[config.mk]
export PLATFORM = sky130hd
export DESIGN_NAME = mem_access_unit
export DESIGN_NICKNAME = d
export VERILOG_FILES = /design/src/rtl/mem_access_pkg.sv /design/src/rtl/byte_lane_align.sv /design/src/rtl/mem_access_unit.sv
export SDC_FILE = /design/constraint.sdc
export NUM_CORES = 1
export LEC_CHECK = 0
export ABC_AREA = 1
export CELL_PAD_IN_SITES_DETAIL_PLACEMENT = 1
export CELL_PAD_IN_SITES_GLOBAL_PLACEMENT = 1
export CORE_MARGIN = 2
export CORE_UTILIZATION = 41
export DETAILED_ROUTE_END_ITERATION = 10
export MAX_ROUTING_LAYER = met4
export PLACE_DENSITY_LB_ADDON = 0.1
export SYNTH_ARGS = -nofsm -noshare
export SYNTH_HDL_FRONTEND = slang
export SYNTH_HIERARCHICAL = 1
export SYNTH_SLANG_ARGS = --single-unit
[constraint.sdc]
create_clock -name clk -period 14.9 [get_ports clk]
set_input_delay 1.49 -clock clk [delete_from_list [all_inputs] [get_ports clk]]
set_output_delay 1.49 -clock clk [all_outputs]
set_load 0.02 [all_outputs]
[src/rtl/mem_access_pkg.sv]
// rtl/mem_access_pkg.sv - shared encodings and helpers for the MEM-stage access unit
package mem_access_pkg;

    typedef enum logic [2:0] {
        OP_LB  = 3'd0,
        OP_LBU = 3'd1,
        OP_LH  = 3'd2,
        OP_LHU = 3'd3,
        OP_LW  = 3'd4,
        OP_SB  = 3'd5,
        OP_SH  = 3'd6,
        OP_SW  = 3'd7
    } mem_op_e;

    typedef enum logic [2:0] {
        ST_IDLE  = 3'd0,
        ST_READ  = 3'd1,
        ST_MERGE = 3'd2,
        ST_WRITE = 3'd3,
        ST_RESP  = 3'd4
    } state_e;

    localparam int BYTE_W = 8;
    localparam int HALF_W = 16;

    function automatic logic is_store(input logic [2:0] op);
        return op >= OP_SB;
    endfunction

    function automatic logic is_misaligned(input logic [2:0] op, input logic [1:0] lsb);
        logic word_op;
        logic half_op;
        word_op = (op == OP_LW) || (op == OP_SW);
        half_op = (op == OP_LH) || (op == OP_LHU) || (op == OP_SH);
        return (word_op && (lsb != 2'b00)) || (half_op && lsb[0]);
    endfunction

endpackage

[src/rtl/byte_lane_align.sv]
// rtl/byte_lane_align.sv - little-endian lane extract/extend for loads and lane merge for stores
module byte_lane_align
    import mem_access_pkg::*;
(
    input  logic [2:0]  op_i,
    input  logic [1:0]  offset_i,
    input  logic [31:0] load_word_i,
    input  logic [31:0] merge_word_i,
    input  logic [31:0] store_data_i,
    output logic [31:0] load_data_o,
    output logic [31:0] merged_o
);

    logic [4:0]  byte_shift;
    logic [4:0]  half_shift;
    logic [7:0]  byte_sel;
    logic [15:0] half_sel;

    // Halfword ops only look at offset bit 1, so an unaligned halfword folds onto its pair.
    assign byte_shift = {offset_i, 3'b000};
    assign half_shift = {offset_i[1], 4'b0000};
    assign byte_sel   = load_word_i[byte_shift +: BYTE_W];
    assign half_sel   = load_word_i[half_shift +: HALF_W];

    always_comb begin
        load_data_o = load_word_i;
        case (op_i)
            OP_LB:   load_data_o = {{(32 - BYTE_W){byte_sel[7]}}, byte_sel};
            OP_LBU:  load_data_o = {{(32 - BYTE_W){1'b0}}, byte_sel};
            OP_LH:   load_data_o = {{(32 - HALF_W){half_sel[15]}}, half_sel};
            OP_LHU:  load_data_o = {{(32 - HALF_W){1'b0}}, half_sel};
            default: load_data_o = load_word_i;
        endcase
    end

    always_comb begin
        merged_o = merge_word_i;
        case (op_i)
            OP_SB:   merged_o[byte_shift +: BYTE_W] = store_data_i[7:0];
            OP_SH:   merged_o[half_shift +: HALF_W] = store_data_i[15:0];
            OP_SW:   merged_o = store_data_i;
            default: merged_o = merge_word_i;
        endcase
    end

endmodule

[src/rtl/mem_access_unit.sv]
// rtl/mem_access_unit.sv - MEM-stage load/store initiator with read-modify-write partial stores (MISALIGN_TRAP_EN: trap misaligned accesses)
module mem_access_unit
    import mem_access_pkg::*;
#(
    parameter int W = 128
) (
    input  logic        clk,
    input  logic        rst,
    input  logic        mem_req,
    input  logic [2:0]  mem_op,
    input  logic [31:0] mem_addr,
    input  logic [31:0] mem_wdata,
    output logic        stall,
    output logic        done,
    output logic        err,
    output logic [31:0] rdata_out,
    output logic [31:0] Raddr,
    output logic [31:0] Waddr,
    output logic [31:0] Wdata,
    output logic        MemRead,
    output logic        MemWrite,
    input  logic [31:0] Rdata
);

    localparam logic [31:0] ADDR_LIMIT = 32'(4 * W);

    state_e      state_q;
    logic [2:0]  op_q;
    logic [31:0] addr_q;
    logic [31:0] wdata_q;
    logic [31:0] word_q;
    logic        done_q;
    logic        err_q;
    logic [31:0] rdata_out_q;
    logic [31:0] raddr_q;
    logic [31:0] waddr_q;
    logic [31:0] mem_wdata_q;
    logic        mem_read_q;
    logic        mem_write_q;

    logic [31:0] load_data;
    logic [31:0] merged_word;
    logic        req_bad;

    always_comb begin
        req_bad = (mem_addr >= ADDR_LIMIT);
`ifdef MISALIGN_TRAP_EN
        req_bad = req_bad | is_misaligned(mem_op, mem_addr[1:0]);
`endif
    end

    byte_lane_align u_align (
        .op_i         (op_q),
        .offset_i     (addr_q[1:0]),
        .load_word_i  (Rdata),
        .merge_word_i (word_q),
        .store_data_i (wdata_q),
        .load_data_o  (load_data),
        .merged_o     (merged_word)
    );

    always_ff @(posedge clk or posedge rst) begin
        if (rst) begin
            state_q     <= ST_IDLE;
            op_q        <= 3'd0;
            addr_q      <= '0;
            wdata_q     <= '0;
            word_q      <= '0;
            done_q      <= 1'b0;
            err_q       <= 1'b0;
            rdata_out_q <= '0;
            raddr_q     <= '0;
            waddr_q     <= '0;
            mem_wdata_q <= '0;
            mem_read_q  <= 1'b0;
            mem_write_q <= 1'b0;
        end else begin
            case (state_q)
                ST_IDLE: begin
                    if (mem_req) begin
                        op_q    <= mem_op;
                        addr_q  <= mem_addr;
                        wdata_q <= mem_wdata;
                        if (req_bad) begin
                            state_q     <= ST_RESP;
                            done_q      <= 1'b1;
                            err_q       <= 1'b1;
                            rdata_out_q <= '0;
                        end else if (mem_op == OP_SW) begin
                            state_q     <= ST_WRITE;
                            waddr_q     <= {mem_addr[31:2], 2'b00};
                            mem_wdata_q <= mem_wdata;
                            mem_write_q <= 1'b1;
                        end else begin
                            state_q    <= ST_READ;
                            raddr_q    <= {mem_addr[31:2], 2'b00};
                            mem_read_q <= 1'b1;
                        end
                    end
                end
                ST_READ: begin
                    mem_read_q <= 1'b0;
                    word_q     <= Rdata;
                    if (is_store(op_q)) begin
                        state_q <= ST_MERGE;
                    end else begin
                        state_q     <= ST_RESP;
                        done_q      <= 1'b1;
                        rdata_out_q <= load_data;
                    end
                end
                ST_MERGE: begin
                    state_q     <= ST_WRITE;
                    waddr_q     <= {addr_q[31:2], 2'b00};
                    mem_wdata_q <= merged_word;
                    mem_write_q <= 1'b1;
                end
                ST_WRITE: begin
                    state_q     <= ST_RESP;
                    mem_write_q <= 1'b0;
                    done_q      <= 1'b1;
                end
                ST_RESP: begin
                    state_q <= ST_IDLE;
                    done_q  <= 1'b0;
                    err_q   <= 1'b0;
                end
                default: begin
                    state_q     <= ST_IDLE;
                    done_q      <= 1'b0;
                    err_q       <= 1'b0;
                    mem_read_q  <= 1'b0;
                    mem_write_q <= 1'b0;
                end
            endcase
        end
    end

    // The request is stalled in its acceptance cycle so EX/MEM holds it until RESP.
    assign stall = ((state_q == ST_IDLE) && mem_req) || (state_q == ST_READ) ||
                   (state_q == ST_MERGE) || (state_q == ST_WRITE);

    assign done      = done_q;
    assign err       = err_q;
    assign rdata_out = rdata_out_q;
    assign Raddr     = raddr_q;
    assign Waddr     = waddr_q;
    assign Wdata     = mem_wdata_q;
    assign MemRead   = mem_read_q;
    assign MemWrite  = mem_write_q;

endmodule

# After elaboration in Yosys (flattened, before gate mapping)
# Index checks and enable logic that the tools add are counted.
op_classes:
  n_bitwise: 6
  n_lt_le_gt_ge: 2
  shifts: 6
  reduce_logical: 19
  mul: 0
  div: 0
  muxes: 34
  n_addsub: 2
  eq_ne: 17
ops:
  columns: ["op", "n"]
  rows:
  - ["2-to-1 mux 32 bit", 9]
  - ["case mux 32 bit (2 select lines)", 3]
  - ["case mux 32 bit (4 select lines)", 1]
  - ["case mux 32 bit (3 select lines)", 1]
  - ["bitwise mux 32 bit", 2]
  - ["greater-or-equal comparator 32 x 10 -> 1 bit, second input constant", 1]
  - ["variable shift 16 x 7 -> 32 bit, first input constant", 1]
  - ["variable shift 8 x 7 -> 32 bit, first input constant", 1]
  - ["indexed part select 16 x 7 -> 32 bit", 1]
  - ["indexed part select 32 x 6 -> 16 bit", 1]
  - ["indexed part select 32 x 6 -> 8 bit", 1]
  - ["indexed part select 8 x 7 -> 32 bit", 1]
  - ["AND reduction 4 bit", 6]
  - ["equality test 3 bit, second input constant", 5]
  - ["negator 5 -> 7 bit", 2]
  - ["equality test 3 x 2 -> 1 bit, second input constant", 4]
  - ["inequality test 2 bit, second input constant", 6]
  - ["case mux 3 bit (4 select lines)", 1]
  - ["2-to-1 mux 1 bit", 9]
  - ["2-to-1 mux 3 bit", 3]
  - ["equality test 3 x 1 -> 1 bit, second input constant", 2]
  - ["zero test 3 bit", 2]
  - ["NOT 1 bit", 6]
  - ["OR reduction 3 bit", 2]
  - ["11 further kinds", 15]
totals:
  mem_bits_ro: 0
  n_memories: 0
  ramBits: 0
  reg_bits: 232
  latchBits: 0

# Logic depth before layout (Yosys ltp)
# Gate-level depths: netlist (run 1).
logic_depth:
  ltp_word: 5
  mapped_depth: 15
  depth_no_buf: 12

# Hierarchy
# The synthesis (run 1) kept the hierarchy.
by_module_without_submodules:
  columns: ["module", "cells_each", "area_per_inst_um2", "instances"]
  rows:
  - ["mem_access_unit", 1013, 9689.3, 1]
  - ["byte_lane_align", 602, 2647.5, 1]

# Worst setup path before layout (run 1)
# Ideal clock, no wire load.
synth_path:
  path_type: "in2out"
  startpoint: "input mem_req"
  endpoint: "output stall"
  t_arrival_ns: 1.943
  t_required_ns: 13.410
  path_stages: 3
  slack_ns: 11.467
  cell_sequence: "nand2_1 clkbuf_1 nand2_1"
synth_via:
  elab_chain_len: 4
synth_lines:
  columns: ["item", "line", "rtl"]
  rows:
  - ["start, declared", "mem_access_unit.sv:9", "input logic mem_req,"]
  - ["logical AND 1 bit", "mem_access_unit.sv:140", "assign stall = ((state_q == ST_IDLE) && mem_req) || (state_q == ST_READ) ||"]
  - ["logical OR 1 bit (2 in a row)", "mem_access_unit.sv:140", null]
  - ["logical OR 1 bit", "mem_access_unit.sv:141", "(state_q == ST_MERGE) || (state_q == ST_WRITE);"]
  - ["end, declared", "mem_access_unit.sv:13", "output logic stall,"]
# Every way passes these cells.

# Final worst setup path (run 1)
# Ends and elaborated chain as after synthesis.

==> out/summary.md, run 1 <==
The flow ran to the end, and the final reports show no timing, DRC or antenna violations. In the layout the commonest cells are sky130_fd_sc_hd__nand2_1 (598), sky130_fd_sc_hd__dfrtp_1 (230), sky130_fd_sc_hd__clkdlybuf4s50_1 (230). Counting along the longest clock path gives a buffer depth of 3. The final-stage net count was 1,894. 235 I/O pins were placed.

The largest total area in the synthesized netlist belongs to sky130_fd_sc_hd__dfrtp_1. The total iterations of the first detailed-routing run was 5; the overall track demand over capacity in global routing was 26.6%. The layout overhead on the synthesized area was 26.4%.

The final route contains 11,532 vias. Entering global routing, the biggest net connects 91 pins. The first global-routing pass estimated 64,900 um of wire. Static timing analysis puts the maximum clock frequency at 200 MHz. In this run the tightest slew margin relative to its limit is 29.1%. The post-cts resize count came out at 0.

The final count of pins violating max slew was 0. The data required time at the worst endpoint was 13,410 ps. TritonCTS built the clock tree.

For this design the ratio of total power to cell area is 188 nW/um2. The final critical-path share of the clock period is 33.5%. The number of distinct library cell variants in the gate-level netlist after synthesis was 30; the later-pin clock latency in the skew report was 540 ps. The setup-violating endpoint count in the final report was 0. Sequential cells were found to cover 46.7% of the synthesized design area. The sink count of the clock tree was 230; the longest individual stage delay on the worst path was 650 ps. Counting stages on the worst path, the most repeated cell is sky130_fd_sc_hd__clkdlybuf4s50_1.

After detailed routing, the number of remaining DRC violations is 0. Net switching is 42.9% of the power. The floorplan die height is 177 um.

The run gives 0 as the hold buffer count at CTS. On the final layout, the worst clock skew is 9.19 ps. The tools report the standard cell core area as 29,600 um2. The relative contribution of combinational cells to total power was 44.2%. Setup repair after global routing left no endpoint under its margin. The cell internal power dissipation was 1.67 mW; the count of input and output buffers was 230. Timing analysis after detailed placement gives a worst setup slack of 9840 ps. The logs give 26 for the number of buffers created by CTS and 0 ps for the setup TNS after final layout. Number of setup buffers added after CTS: 0.

The first-iteration detailed-routing DRC count came out at 663. The peak supply drop was 0.0966 mV. The floorplan step defined a die boundary enclosing 31,500 um2. The number of antenna diodes in the final layout is 0. For the final core area utilization, the log shows 52.6%. The critical path buffer and inverter count was 2. Sorting the synthesized cells by area gives the leading types as sky130_fd_sc_hd__dfrtp_1 (47%), sky130_fd_sc_hd__nand2_1 (18%), sky130_fd_sc_hd__mux2_2 (7.8%), sky130_fd_sc_hd__nor2_1 (6.1%), sky130_fd_sc_hd__nand4_1 (4.9%). The net switching power is 1.26 mW.

A synthesized cell averages 7.64 um2. Final-report hold violation count: 0. For this block, the routed nets add up to 40,500 um of wire. The global-route congestion overflow total was 0.

During synthesis, Yosys emitted a total of 6 warnings. The path class of the tightest hold or removal check is reg2reg. The maximum net fanout on the critical path is 83, and the detailed-route wire length per cell is 18.5 um. For the netlist area before placement, the log shows 12,300 um2. The largest individual stage delay along the critical path comes from the cell sky130_fd_sc_hd__clkdlybuf4s50_1.

Traced cell by cell, the critical path runs through clkdlybuf4s50_1 -> nand2_4 -> nand2_1 -> clkdlybuf4s50_1. The count of placed standard cells including taps came out at 2,149. The clock-pin transition on the worst setup and hold timing paths is 60 ps.

Of the post-synthesis cell area, the dominant cell type holds 46.7%. The family of cells with the greatest summed delay on the critical path was buffers and inverters. The count of placed standard cells in the final layout, fillers left out is 2,194, and the initial antenna violation count is 0. Data on the critical path arrives at its endpoint at 3510 ps.

The logs give 1,615 for the synthesized instance count and 33.7% for the proportion of power drawn by flip-flops and latches. Leaving out fill and tap cells, the most frequent cell in the layout is sky130_fd_sc_hd__nand2_1. The initial utilization of the core area, before any placement, comes to 41.6%.

The kind of end point of the critical path is an output pin. After detailed routing, the number of vias per cell comes to 5.26. Minimum clock period: 5000 ps.

After legalization and detailed placement, the total HPWL measured 28,300 um. At the pin with the least slew margin, the transition time is 1060 ps. The worst setup path is of the in2out kind. The tools report the nature of the critical path startpoint as an input port. The clock root buffer is sky130_fd_sc_hd__clkbuf_16. The run gives 15,600 um2 as the final non-filler cell area. Static leakage: 7.79 nW. Number of H-tree levels: 1. The via count of the first global-routing pass came out at 12,036.

The run gives 0.913 as the final weighted congestion of routability-driven global placement. In this run, the clock network consumes 22.2% of the power. The placed instances occupy a cell area of 14,700 um2.

The run gives 0 as the residual antenna-violating net count after detailed routing. Cells with a size suffix above 1 make up 9.53% of the layout. The flip-flop and latch count after synthesis came out at 230. The initialized floorplan defines 63 standard-cell rows. Across the run, the number of max-cap violations was 0. The overall die width is 177 um.

The smallest setup slack after layout is 9900 ps.
-- layer usage --
| layer | GRT usage, % | up-vias | routed length (um) |
|---|---|---|---|
| met4 | 5.87 | 0 | 804 |
| met1 | 34.7 | 5707 | 17600 |
| li1 | - | 5448 | - |
| met5 | - | - | 0 |
| met3 | 2.76 | 63 | 2070 |
| met2 | 44.8 | 314 | 20000 |
-- final timing paths --
path / startpoint / endpoint / slack, ps / cells after the start
setup / recovery: mem_req / stall / 9900 / 4
hold / removal: Waddr[16] / Waddr[16] / 470 / 2
setup reg to reg: addr_q[1] / Wdata[20] / 11490 / 13
hold reg to reg: Waddr[16] / Waddr[16] / 470 / 2
max in group asynchronous: rst / wdata_q[17] / 12050 / 3
min in group asynchronous: rst / rdata_out[27] / 1450 / 2
-- logic make-up after synthesis --
family,after synthesis,share of synthesized area (%)
and+or+nand+nor,989,33.7
DFF,230,46.7
muxes,85,7.76
adders and majority gates,5,0.507
buffers and inverters,235,8.32
AOI/OAI and AO/OA,70,2.99
other,1,0.0304
-- final cells by class --
class	instances	area (um2)
timing repair buffer	242	2390
clock inverter	7	104
multi-input combinational	1153	5580
tap	390	488
inverter	134	513
sequential	230	5760
clock buffer	38	756
fill	3641	14000
-- Yosys cell counts, drive strengths merged --
| master | number |
|---|---|
| o211ai | 3 |
| ha | 5 |
| dfrtp | 230 |
| nand4 | 97 |
| nor3 | 1 |
| o21ai | 57 |
| mux2 | 85 |
| buf | 77 |
| nand2 | 603 |
| inv | 134 |
| conb | 1 |
| nand3 | 84 |
| clkbuf | 24 |
| a21oi | 10 |
| nor2 | 204 |
-- registers in the layout, summed over array words and instances, names as in the netlist --
name,cells
err,1
addr_q,32
done,1
MemRead,1
Raddr,30
word_q,32
op_q,3
Waddr,30
wdata_q,32
state_q,3
Wdata,32
rdata_out,32
MemWrite,1
-- power groups by stage --
stage | logic (mW) | clock network [mW] | registers, mW
2_1_floorplan | 0.778 | 0 | 1.03
3_3_place_gp | 1.25 | 0 | 0.985
3_5_place_dp | 1.29 | 0 | 0.992
4_1_cts | 1.30 | 0.662 | 0.985
5_1_grt | 1.43 | 0.688 | 1.01
6_report | 1.29 | 0.650 | 0.986
-- worst reg2reg max path: stages (launching register included) --
cell and delay, ps:
sky130_fd_sc_hd__dfrtp_1 320, sky130_fd_sc_hd__buf_4 480, sky130_fd_sc_hd__inv_2 480, sky130_fd_sc_hd__ha_1 660, sky130_fd_sc_hd__inv_2 190, sky130_fd_sc_hd__nor2_1 440, sky130_fd_sc_hd__nand2_1 110, sky130_fd_sc_hd__nand2_1 80
sky130_fd_sc_hd__nand2_1 60, sky130_fd_sc_hd__nand3_1 80, sky130_fd_sc_hd__nand2_1 70, sky130_fd_sc_hd__nand2_1 120, sky130_fd_sc_hd__nand4_1 140, sky130_fd_sc_hd__nand2_1 110
-- per-stage QoR --
step / hold WS [ps] / power (mW)
floorplan: 444 / 1.81
global placement: 449 / 2.24
detailed placement: 458 / 2.28
CTS: 472 / 2.94
global route: 499 / 3.13
finish: 471 / 2.93
Note: power is estimated with default switching activity, not from simulation.
==> run 2: changes to the inputs <==
--- a/config.mk
+++ b/config.mk
@@ -9,7 +9,7 @@
 export CELL_PAD_IN_SITES_DETAIL_PLACEMENT = 1
 export CELL_PAD_IN_SITES_GLOBAL_PLACEMENT = 1
 export CORE_MARGIN = 2
-export CORE_UTILIZATION = 41
+export CORE_UTILIZATION = 38
 export DETAILED_ROUTE_END_ITERATION = 10
 export MAX_ROUTING_LAYER = met4
 export PLACE_DENSITY_LB_ADDON = 0.1
==> constraint.sdc (replaced) <==
create_clock -name clk -period 5 [get_ports clk]
set_input_delay 0.5 -clock clk [delete_from_list [all_inputs] [get_ports clk]]
set_output_delay 0.5 -clock clk [all_outputs]
set_load 0.02 [all_outputs]
==> run 2 against run 1 <==
Effect of this change:
- cell area increased by 0.88%
- die area is 7.7% higher
- critical path depth grew 2
- largest cell class unchanged
- largest power group unchanged
- highest routed layer unchanged
==> out/summary.md, run 2 (synthesis gave the netlist of run 1 again) <==
The endpoint identified for the worst register-to-register timing path is Wdata[3]. Among all stages on the critical path, the largest delay is contributed by sky130_fd_sc_hd__clkdlybuf4s50_1. For the final-stage net count, the log shows 1,898.

Once placement completed, the tool counted placed cells totaling 2,197. The setup slack of the worst register-to-register path is 2190 ps. Detailed placement ended at an HPWL of 28,500 um. The run finished with clean final reports. The slew of the pin with the lowest slew margin was 1020 ps. The count of nets left with antenna violations once routing finished came out at 0. After floorplanning, the core was sized to cover 31,800 um2. After detailed routing, the number of remaining DRC violations is 0.

The clock passes through at most 3 buffers. The family of cells with the greatest summed delay on the critical path was simple AND/OR/NAND/NOR gates. Leaving out fill and tap cells, the most frequent cell in the layout is sky130_fd_sc_hd__nand2_1. The run gives 14,800 um2 as the instance area after placement. The tools report the worst-case hold path end point as Waddr[27]. Detailed routing inserted a total of 11,338 vias. Later-pin clock latency in the skew report: 550 ps. Data required time at the worst endpoint: 4500 ps. The run gives 33.2% as the global-route met1 utilization. The cell sitting at the root of the clock tree is a sky130_fd_sc_hd__clkbuf_16.

The run gives 0.325 mV as the peak supply drop. The overall die width is 184 um, and the pin count of the biggest net entering global routing is 178. The proportion of power drawn by flip-flops and latches is 33.0%. The count of input and output buffers is 230, and the number of buffers created by CTS is 27.

The number of maximum-capacitance violations is 0, and the setup TNS after final layout is 0 ps. Derived from the worst setup path, the maximum achievable clock frequency is 333 MHz. The detailed-route wire length per cell works out to 18.1 um.

Using the TritonRoute via totals, the vias-per-cell ratio works out to 5.05. The tools report the post-cts resize count as 0. The power density of the placed cells came out at 561 nW/um2.

The detailed router finished its first iteration with 679 violations. The first global-routing pass estimated 64,400 um of wire. The worst pin sits at a relative slew slack of 31.8%.

The net switching power was 3.73 mW. Across the routed clock network, the largest skew measured is 11.2 ps. The total number of placement rows is 65. The reg-to-reg startpoint is addr_q[1]. By startpoint and endpoint, the worst setup path is classified as reg2out. The routed wire length is 40,700 um, and the hold buffer count at CTS is 0. After clock tree synthesis, the clock-pin slew on the worst setup and hold paths is 60 ps. The tools report the via count of the first global-routing pass as 11,590.

Of the cells placed in the final design, the portion with a size suffix greater than 1 is 9.57%. Setup violations remaining at the end of the flow were counted as 0. The overall track demand over capacity in global routing is 24.7%, and the final core area utilization is 49.5%. The analysis attributes to cell leakage a power of 7.82 nW. The tools report the cell internal power dissipation as 5.08 mW.

Global routing used 40.5% of the available met2 tracks. Leaving out fill and tap cells, the most frequent cells in the layout are sky130_fd_sc_hd__nand2_1 (598), sky130_fd_sc_hd__dfrtp_1 (230), sky130_fd_sc_hd__clkdlybuf4s50_1 (230). The global routing stage identified its most utilized layer as met2. The worst setup path is captured at an output pin.

Hold timing on the final database bottoms out at a slack of 464 ps. TritonCTS built the clock tree. For this configuration, the core starts out at a cell density of 38.8%. The type of the tightest min-delay check was reg2reg. Net switching is 42.3% of the power. The final count of pins violating max slew came out at 0. Of the total power, the clock network draws 23.1%. The run gives 0 as the number of setup buffers added after CTS. For this run, the detailed router's first-pass iteration total came to 5. The relative contribution of combinational cells to total power is 43.9%. STA classifies the critical path startpoint as a flip-flop. Counting both buffers and inverters, the worst setup path holds a total of 2. The number of instances on the worst hold path was 2.

In this run the most critical hold path is launched from addr_q[27]. The smallest clock period supported by the final layout is computed as 3010 ps. Setup repair after global routing left no endpoint under its margin. The initial antenna violation count came out at 4. The final-report hold violation count was 0; the final critical-path share of the clock period was 60.1%.

On the worst path, the slowest cell contributes a delay of 630 ps. The final non-filler cell area was 15,700 um2; the number of top-level design ports was 235. From synthesis to final layout, the design area changed by 27.5%. The die is 184 um tall.

Die area: 33,900 um2. The sink count of the clock tree is 230, and the global-route congestion overflow total is 0. The count of placed standard cells in the final layout, fillers left out was 2,246.

For this run, global-route usage on met3 was measured as 3.10%. Along the worst path, the maximum fanout reaches 41. The tools report the number of H-tree levels as 1.

The critical path goes through nor2_2 -> inv_2 -> nor2_4 -> nand2_4 -> nand2_1 -> clkdlybuf4s50_1. The worst-case reg-to-reg path depth came out at 11. At the end of routability-driven placement, the weighted congestion stood at 0.873. The run gives 2510 ps as the worst path arrival time.
==> run 2: area by class of cell <==
type                            instances  area, um2
Antenna cell                            4       10.0
Clock buffer                           38        747
Clock inverter                          7        153
Fill cell                            3873      16100
Inverter                              134        509
Multi-Input combinational cell       1153       5580
Sequential cell                       230       5760
Tap cell                              435        544
Timing Repair Buffer                  245       2430
==> run 2: worst reg2reg max path, stage by stage (launching register included) <==
cell,delay [ps]
sky130_fd_sc_hd__dfrtp_1,400
sky130_fd_sc_hd__inv_2,460
sky130_fd_sc_hd__ha_1,480
sky130_fd_sc_hd__inv_2,240
sky130_fd_sc_hd__nand2_1,240
sky130_fd_sc_hd__o21ai_0,220
sky130_fd_sc_hd__nand2_1,70
sky130_fd_sc_hd__nand3_1,230
sky130_fd_sc_hd__nand2_1,100
sky130_fd_sc_hd__o21ai_0,90
sky130_fd_sc_hd__nand4_1,110
sky130_fd_sc_hd__nand2_1,110
==> run 2: power groups by stage <==
| stage | clock network [mW] | registers [mW] | logic (mW) |
|---|---|---|---|
| floorplan | 0 | 3.06 | 2.32 |
| global route | 2.16 | 2.98 | 4.29 |
| finish | 2.04 | 2.91 | 3.87 |
| global placement | 0 | 2.91 | 3.79 |
| CTS | 2.09 | 2.92 | 3.89 |
| detailed placement | 0 | 2.94 | 3.87 |
==> run 2: how the worst max path moves through the flow <==
stage / from / slack (ps) / end / depth (start not counted)
floorplan: rst / 1490 / MemRead / 1
global route: state_q[0] / 1810 / stall / 6
detailed placement: mem_req / 1940 / rdata_out[10] / 6
CTS: state_q[0] / 1910 / stall / 6
global placement: mem_req / 2050 / rdata_out[29] / 6
finish: state_q[0] / 1990 / stall / 6
==> run 2: per-stage QoR <==
step,worst slack (ps),power (mW)
2_1_floorplan,1490,5.38
3_3_place_gp,2050,6.70
3_5_place_dp,1940,6.81
4_1_cts,1910,8.89
5_1_grt,1810,9.43
6_report,1990,8.82
==> run 2: routing by layer <==
layer  routed length [um]  up-vias
met5                    0        -
met4                  705        0
met3                 1740       50
met2                19400      254
met1                18900     5579
li1                     -     5455
==> run 3: changes to the inputs <==
==> constraint.sdc (replaced) <==
create_clock -name clk -period 3.1 [get_ports clk]
set_input_delay 0.31 -clock clk [delete_from_list [all_inputs] [get_ports clk]]
set_output_delay 0.31 -clock clk [all_outputs]
set_load 0.02 [all_outputs]
==> run 3 against run 2 <==
Effect of this change:
- register-to-register slack worse by 1500 ps
- flip-flop and latch count unchanged
- sequential share of layout area fell by 0.39 points
- worst hold slack got worse by 210 ps
- critical path depth stayed put
- clock-buffer cell count up 8
- combinational power grew 66%
- clock power increased by 60%
==> out/summary.md, run 3 (synthesis gave the netlist of run 1 again) <==
The flow ran to the end, and the final reports show no timing, DRC or antenna violations. The part of the total power dissipated in the clock network was 22.7%. The logs give 11,477 for the routed via count and 4 for the total iterations of the first detailed-routing run. Measured along the y axis, the die boundary spans 184 um.

The overall track demand over capacity in global routing is 25.8%. Data arrives at the worst endpoint at 2250 ps. The die covers 33,900 um2. After detailed placement, the design holds a cell count of 2,208. The tools report the number of H-tree levels as 1. The run gives 2 as the initial antenna violation count. For the pin with the worst max-slew slack, the measured transition is 770 ps. The tools report the final weighted congestion of routability-driven global placement as 0.932. The number of setup buffers added after CTS is 0.

In the final routed layout, each cell accounts on average for 18.6 um. The first global-routing pass estimated 67,200 um of wire. Of all nets on the critical path, the largest fanout is 6. For the final database, setup skew stands at 10.0 ps.

The run gives 2790 ps as the data required time at the worst endpoint. The power density of the placed cells is 902 nW/um2. The share of total power dissipated in combinational logic is 44.8%. Measured against its own limit, the worst slew margin works out to 48.6%.

The first-iteration detailed-routing DRC count is 581, and the fraction of layout instances using a drive strength above 1 is 10.3%. STA classifies the critical path startpoint as a flip-flop. Reg-to-reg startpoint: op_q[2]. Count of placed standard cells in the final layout, fillers left out: 2,261. Total power for the finished layout comes to 14.3 mW.

The count of buffers added on input and output ports is 230. The number of top-level design ports is 235, and the overall die width is 184 um. The critical path is of the reg2out type. The clock net in this run drives a total of 230 sinks.

The area growth from synthesis to layout is 28.9%. The cell sitting at the root of the clock tree is a sky130_fd_sc_hd__clkbuf_16. The number of maximum-capacitance violations was 0. Setup repair after global routing left no endpoint under its margin.

Dividing the detail-routed via count by the number of cells gives 5.08. The run gives 0.453 mV as the peak supply drop. TritonCTS built the clock tree. The routed design could run at a clock period as short as 2560 ps. Setup violations remaining at the end of the flow were counted as 0.

The type of the tightest min-delay check was in2async. The achievable clock frequency is 391 MHz, and the residual antenna-violating net count after detailed routing is 0. The later pin in the worst-skew pair is clocked with a latency of 550 ps.

For this block, the routed nets add up to 41,900 um of wire. Hold buffer count at CTS: 0. After the last flow step, the layout net total stands at 1,910. Net switching is 42.6% of the power.

The final critical-path share of the clock period was 82.6%. The clock passes through at most 3 buffers. Leaving out fill and tap cells, the most frequent cell in the layout is sky130_fd_sc_hd__nand2_1. The run gives 30,000 um as the placed wire-length estimate. The worst setup path is captured at an output pin. The initialized floorplan defines 65 standard-cell rows. The final-report hold violation count is 0, and the post-cts resize count is 0.

The standard cell core area is 31,800 um2, and the clock-pin transition on the worst setup and hold timing paths is 60 ps. For this run the aggregate overflow at the end of global routing stands at 0. The logs give 720 ps for the setup slack of the worst register-to-register path and 32.5% for the proportion of power drawn by flip-flops and latches. The final count of pins violating max slew was 0; the worst-case reg-to-reg path depth was 9.

For the static leakage, the log shows 7.91 nW. The worst register-to-register path ends at Wdata[2]. Once the floorplan was initialized, standard cells occupied 38.8% of the core.

The number of clock buffers added by TritonCTS is 28. The cell internal power dissipation is 8.24 mW, and the net switching power is 6.10 mW. Pin count of the biggest net entering global routing: 80. In the layout the commonest cells are sky130_fd_sc_hd__nand2_1 (598), sky130_fd_sc_hd__dfrtp_1 (230), sky130_fd_sc_hd__clkdlybuf4s50_1 (230). The run gives 11,918 as the via count of the first global-routing pass.

In the routed design, unresolved DRC markers number 0.
run 3: cell types whose count changed in the layout (fill, tap and decap cells not counted):
| cell | delta |
|---|---|
| sky130_fd_sc_hd__buf_12 | +6 |
| sky130_fd_sc_hd__buf_4 | +5 |
| sky130_fd_sc_hd__bufinv_16 | -3 |
| sky130_fd_sc_hd__clkbuf_1 | +2 |
| sky130_fd_sc_hd__clkbuf_16 | +2 |
| sky130_fd_sc_hd__clkbuf_8 | +4 |
| sky130_fd_sc_hd__clkinv_2 | +1 |
| sky130_fd_sc_hd__clkinv_4 | +1 |
| sky130_fd_sc_hd__diode_2 | -2 |
| sky130_fd_sc_hd__inv_16 | -1 |
run 3: routing by layer:
layer  GRT usage (%)  vias up  share of wire [%]
li1                -     5477                  -
met1            33.9     5724                 46
met2            43.0      221                 48
met3            3.12       55                3.9
met4            5.28        0                1.9
met5               -        -                  0
run 3: worst max path at each step:
stage	from	to
floorplan	rst	MemRead
finish	state_q[0]	stall
detailed placement	mem_addr[24]	Raddr[17]
global placement	mem_addr[30]	Raddr[13]
CTS	state_q[0]	stall
global route	state_q[0]	stall
run 3: layout make-up:
| type | instances | area, um2 |
|---|---|---|
| Clock inverter | 5 | 56.3 |
| Multi-Input combinational cell | 1153 | 5580 |
| Antenna cell | 2 | 5.00 |
| Timing Repair Buffer | 256 | 2580 |
| Sequential cell | 230 | 5760 |
| Fill cell | 3846 | 15900 |
| Clock buffer | 46 | 860 |
| Tap cell | 435 | 544 |
| Inverter | 134 | 509 |
run 3: power by group through the flow:
stage	clock network [mW]	registers (mW)	logic, mW
final	3.26	4.66	6.43
after global placement	0	4.67	6.27
after global routing	3.47	4.77	7.14
after detailed placement	0	4.69	6.42
after floorplan	0	4.94	3.74
after CTS	3.34	4.66	6.47
run 3: critical path, stage by stage (launching register included):
cell and delay [ps]:
sky130_fd_sc_hd__dfrtp_1 430, sky130_fd_sc_hd__nor2_2 150, sky130_fd_sc_hd__inv_2 70, sky130_fd_sc_hd__nor2_4 220, sky130_fd_sc_hd__nand2_4 110, sky130_fd_sc_hd__nand2_1 80
sky130_fd_sc_hd__clkdlybuf4s50_1 640
run 3: through the flow:
stage / setup WS (ps) / cell area, um2 / hold slack (ps) / utilization, % / setup TNS [ps]
finish: 541 / 15900 / 254 / 50.0 / 0
global route: 373 / 15900 / 280 / 50.0 / 0
CTS: 500 / 15900 / 251 / 50.0 / 0
detailed placement: 610 / 15000 / 457 / 47.1 / 0
global placement: 679 / 15000 / 448 / 47.1 / 0
floorplan: -218 / 12400 / 444 / - / -50130
